===== config.mk =====
export PLATFORM = sky130hd
export DESIGN_NAME = seq_multiplier
export DESIGN_NICKNAME = d
export VERILOG_FILES = /design/src/rtl/seq_multiplier.sv
export SDC_FILE = /design/constraint.sdc
export NUM_CORES = 1
export LEC_CHECK = 0
export CAP_MARGIN = 20
export CORE_MARGIN = 1.5
export CORE_UTILIZATION = 50
export DETAILED_ROUTE_END_ITERATION = 10
export HOLD_SLACK_MARGIN = 0.08
export PLACE_DENSITY = 0.87
export RECOVER_POWER = 100
export SYNTH_ARGS = -nofsm -noshare
export SYNTH_HDL_FRONTEND = slang
export SYNTH_SLANG_ARGS = --single-unit

===== constraint.sdc =====
create_clock -name clk -period 4.65 [get_ports clk]
set_clock_uncertainty 0.15 [all_clocks]
set_input_delay 1.1625 -clock clk [delete_from_list [all_inputs] [get_ports clk]]
set_output_delay 1.1625 -clock clk [all_outputs]
set_load 0.01 [all_outputs]

===== src/rtl/seq_multiplier.sv =====
// seq_multiplier: iterative shift-and-add multiplier, one WIDTH+1-bit adder.
// Ports: clk, reset, start, is_signed, a, b in; busy, done, product out.
module seq_multiplier #(
  parameter int WIDTH = 32
) (
  input  logic               clk,
  input  logic               reset,
  input  logic               start,
  input  logic               is_signed,
  input  logic [WIDTH-1:0]   a,
  input  logic [WIDTH-1:0]   b,
  output logic               busy,
  output logic               done,
  output logic [2*WIDTH-1:0] product
);

  localparam int CW = $clog2(WIDTH) + 1;

  typedef enum logic [1:0] {
    IDLE,
    RUN,
    DONE
  } state_e;

  state_e             state_q;
  logic [CW-1:0]      cnt_q;
  logic [WIDTH-1:0]   mcand_q;
  logic [WIDTH-1:0]   mplier_q;
  logic [WIDTH-1:0]   acc_q;
  logic               neg_q;
  logic               busy_q;
  logic               done_q;
  logic [2*WIDTH-1:0] prod_q;

  logic [WIDTH:0]     sum_d;
  logic [WIDTH-1:0]   acc_d;
  logic [WIDTH-1:0]   mplier_d;
  logic [WIDTH-1:0]   a_mag_d;
  logic [WIDTH-1:0]   b_mag_d;
  logic               neg_d;
  logic [2*WIDTH-1:0] raw_d;
  logic [2*WIDTH-1:0] res_d;
  logic               last_d;

  always_comb begin
    // The carry out of the add becomes the new MSB after the shift.
    sum_d    = {1'b0, acc_q} + (mplier_q[0] ? {1'b0, mcand_q} : '0);
    acc_d    = sum_d[WIDTH:1];
    mplier_d = {sum_d[0], mplier_q[WIDTH-1:1]};
    raw_d    = {acc_d, mplier_d};
    res_d    = neg_q ? -raw_d : raw_d;
    last_d   = (cnt_q == CW'(WIDTH - 1));
    // Magnitude of the most negative value is still exact unsigned.
    a_mag_d  = (is_signed && a[WIDTH-1]) ? -a : a;
    b_mag_d  = (is_signed && b[WIDTH-1]) ? -b : b;
    neg_d    = is_signed & (a[WIDTH-1] ^ b[WIDTH-1]);
  end

  always_ff @(posedge clk) begin
    if (reset) begin
      state_q  <= IDLE;
      cnt_q    <= '0;
      mcand_q  <= '0;
      mplier_q <= '0;
      acc_q    <= '0;
      neg_q    <= 1'b0;
      busy_q   <= 1'b0;
      done_q   <= 1'b0;
      prod_q   <= '0;
    end else begin
      unique case (state_q)
        IDLE: begin
          done_q <= 1'b0;
          if (start) begin
            mcand_q  <= a_mag_d;
            mplier_q <= b_mag_d;
            acc_q    <= '0;
            neg_q    <= neg_d;
            cnt_q    <= '0;
            busy_q   <= 1'b1;
            state_q  <= RUN;
          end
        end
        RUN: begin
          acc_q    <= acc_d;
          mplier_q <= mplier_d;
          cnt_q    <= cnt_q + CW'(1);
          if (last_d) begin
            prod_q  <= res_d;
            busy_q  <= 1'b0;
            done_q  <= 1'b1;
            state_q <= DONE;
          end
        end
        DONE: begin
          done_q  <= 1'b0;
          state_q <= IDLE;
        end
        default: begin
          busy_q  <= 1'b0;
          done_q  <= 1'b0;
          state_q <= IDLE;
        end
      endcase
    end
  end

  assign busy    = busy_q;
  assign done    = done_q;
  assign product = prod_q;

endmodule


==> run summary <==
CTS sink count - 171
Setup violators final - 0
CTS buffer count - 17
Starting density of the core - 0.509
DRC errors left - 0
Setup TNS - 0 ns
Placer Congestion - 0.945
Critical path class - flop to flop
Instance count of the mapped netlist - 1325
Worst min-delay path class - flop to flop
Crit-path cells - and2_1, ha_1, fa_1, a21o_1, a221oi_2, nor4_2, or4_1, and3_4, or3_4, or4_4, o41ai_2, xnor2_1, a211oi_2
Post-CTS Hold Fix Bufs - 0
Final core utilization - 0.615
Clock buffer depth - 2
Grt total ovfl - 0
First-pass GRT wire length - 50.3 mm
Initial antenna violation count - 0
Vias/cell - 6.15
Ant. Diodes - 0
CTS clock-pin slew for the worst setup and hold paths - 0.07 ns
Max cap viols - 1
Fin crit period - 4.45 ns
Final ANT Viol Nets - 0
DR WL/cell - 18.3 um
Synth area leaders - dfxtp_1 32%, xor2_1 7.6%, a211oi_1 6.5%, nor2_1 6.3%, ha_1 4.2%
Post-synth top area share - 0.320
Worst r2r src - mplier_q[0]$_SDFFE_PP0P_
CP endpoint kind - flop
Yosys warnings - 0
Seq cells post-synth - 171
Rows - 53
Hold Slack - 0.304 ns
Peak Freq - 0.225 GHz
DPL Wire Length - 23.7 mm
Chip height - 149 um
Slew Viols, Final - 66
FF-to-FF setup slack - 0.20 ns
WHS Path Cells - 2
Htree depth - 4
Rel. slew slack - -0.880
Synth Area per Inst - 8.08 um2
Most frequent cell after synthesis - nor2_1
EDFF count, synth - 0
Max stage delay on crit path - 0.54 ns
Tot GR Track Use - 0.283
Critical path's top delay family - simple AND/OR/NAND/NOR gates
Number of global-route vias before repair - 9760
DRT iter0 DRCs - 1016
Std-Cell Core Area - 21000 um2
Final #Nets - 1531
Failing checks - max-capacitance violations, max-slew violations
Area growth syn-to-layout - 20.8%
Min-delay src - mcand_q[0]$_SDFFE_PP0P_
Worst-skew pair later-pin latency - 0.45 ns
Ports - 134
Worst-margin pin slew - 2.82 ns
Root Driver - clkbuf_16
FF-to-FF End - product[62]$_SDFFE_PP0P_
IO buf count - 133
Vias post-DR - 10.5k
Slowest CP cell - or4_4
Peak supply drop - 222 uV
Mapped Area - 10700 um2
Leakage dissipation - 5.08 nW
Cell taking the most area after synthesis - dfxtp_1
Die footprint - 22300 um2
Crit start category - flop
Initial DRT Pass Iterations - 7
Final hold violations - 0
Sequential fraction of the synthesis area - 0.320
Fraction of registers with async set/reset - 0
CP arrival - 4.66 ns
Post-Syn Nets - 1430
CTS tree - built
Post-synth top cells - 181 x nor2_1, 171 x dfxtp_1, 94 x nand2_1
Pwr/cell area - 280 nW/um2
Outcome - finished, violations left
Hold Path End - mcand_q[0]$_SDFFE_PP0P_
Buf+Inv Stages, Crit Path - 0
Synth Flop Type - dfxtp_1
WL final - 31.4 mm
Req. time, crit path - 4.86 ns
Worst-path maximum fanout - 7
Critical path depth - 13
Die W - 149 um
Tcrit/Tclk final - 0.957
Total Power - 3.62 mW
Share of cells above drive strength 1 - 0.0625
RSZ-0062 raised after global routing - false
Synth unique cells - 70
Reg2Reg Depth - 13
Largest net degree at the start of global routing - 95
[where the power goes]
| part | internal [mW] | switching, mW |
|---|---|---|
| registers | 1.51 | 0.0537 |
| clock network | 0.816 | 0.670 |
| logic | 0.230 | 0.335 |
| total | 2.56 | 1.06 |
[registers in the layout, summed over array words and instances (netlist names), 2 cells and up]
name / flops
product: 64
cnt_q: 6
mplier_q: 32
mcand_q: 32
state_q: 2
acc_q: 32
[how the worst max path moves through the flow]
stage | slack [ns] | to | startpoint
3_5_place_dp | 0.23 | product[61]$_SDFFE_PP0P_ | mplier_q[0]$_SDFFE_PP0P_
2_1_floorplan | 0.17 | product[58]$_SDFFE_PP0P_ | mplier_q[0]$_SDFFE_PP0P_
4_1_cts | 0.19 | product[58]$_SDFFE_PP0P_ | mplier_q[0]$_SDFFE_PP0P_
3_3_place_gp | 0.26 | product[58]$_SDFFE_PP0P_ | mplier_q[0]$_SDFFE_PP0P_
6_report | 0.20 | product[62]$_SDFFE_PP0P_ | mplier_q[0]$_SDFFE_PP0P_
5_1_grt | 0.04 | product[62]$_SDFFE_PP0P_ | mplier_q[0]$_SDFFE_PP0P_
[layout by cell type, fill, tap and decap left out, types with 16 or more instances in the layout]
master / netlist / final
a211oi_1: 93 / 93
a21oi_1: 69 / 69
a222oi_1: 30 / 30
a22o_1: 27 / 27
and2_1: 45 / 42
buf_4: 1 / 27
clkbuf_16: 0 / 17
clkdlybuf4s50_1: 0 / 63
dfxtp_1: 171 / 170
dlygate4sd3_1: 0 / 69
ha_1: 36 / 35
inv_1: 16 / 16
nand2_1: 94 / 94
nand3_1: 20 / 20
nor2_1: 181 / 181
nor3_1: 24 / 24
nor4_1: 16 / 16
o21ai_0: 66 / 67
o31ai_1: 29 / 29
or3_1: 17 / 16
xnor2_1: 45 / 45
xor2_1: 93 / 93
[routing by layer]
| layer | share of wire | up-vias | track usage | wire length [um] |
|---|---|---|---|---|
| li1 | - | 5122 | - | - |
| met1 | 0.44 | 4890 | 0.368 | 13800 |
| met2 | 0.47 | 461 | 0.470 | 14900 |
| met3 | 0.063 | 67 | 0.0483 | 1970 |
| met4 | 0.026 | 0 | 0.102 | 820 |
| met5 | 0 | - | 0 | 0 |
[tightest hold or removal path, stage by stage (launching register included)]
cell and delay (ns):
dfxtp_1 0.31, nand2_1 0.05, a21oi_1 0.05
[per-stage QoR]
| stage | std cells | area [um2] | worst slack, ns |
|---|---|---|---|
| final | 1714 | 12900 | 0.198 |
| after global routing | 1714 | 12900 | 0.0440 |
| after CTS | 1714 | 12900 | 0.193 |
| after detailed placement | 1682 | 12300 | 0.226 |
| after global placement | 1682 | 12300 | 0.264 |
| after floorplan | 1325 | 10700 | 0.174 |
[cell families (layout without fill, tap and decap cells)]
logic type,count (synthesis),in the layout,synth area share
simple gates,474,474,0.215
fa+ha+maj,37,37,0.0440
compound gates,399,399,0.267
flops,171,171,0.320
mux,5,5,0.00491
xor+xnor,138,138,0.113
buf+inv,101,215,0.0366
[layout make-up]
cell class / count / area (um2)
clock buffer: 18 / 429
multi-input combinational: 1053 / 6920
sequential: 171 / 3420
timing repair buffer: 167 / 1570
inverter: 16 / 60.1
tap: 275 / 344
fill: 1779 / 8090
clock inverter: 14 / 181
[what timing repair did]
item,in CTS,in global routing
setup buffers,0,0
endpoints found under the setup margin,0,3
resized for setup,0,7
Power figures use the tool's default switching activity.
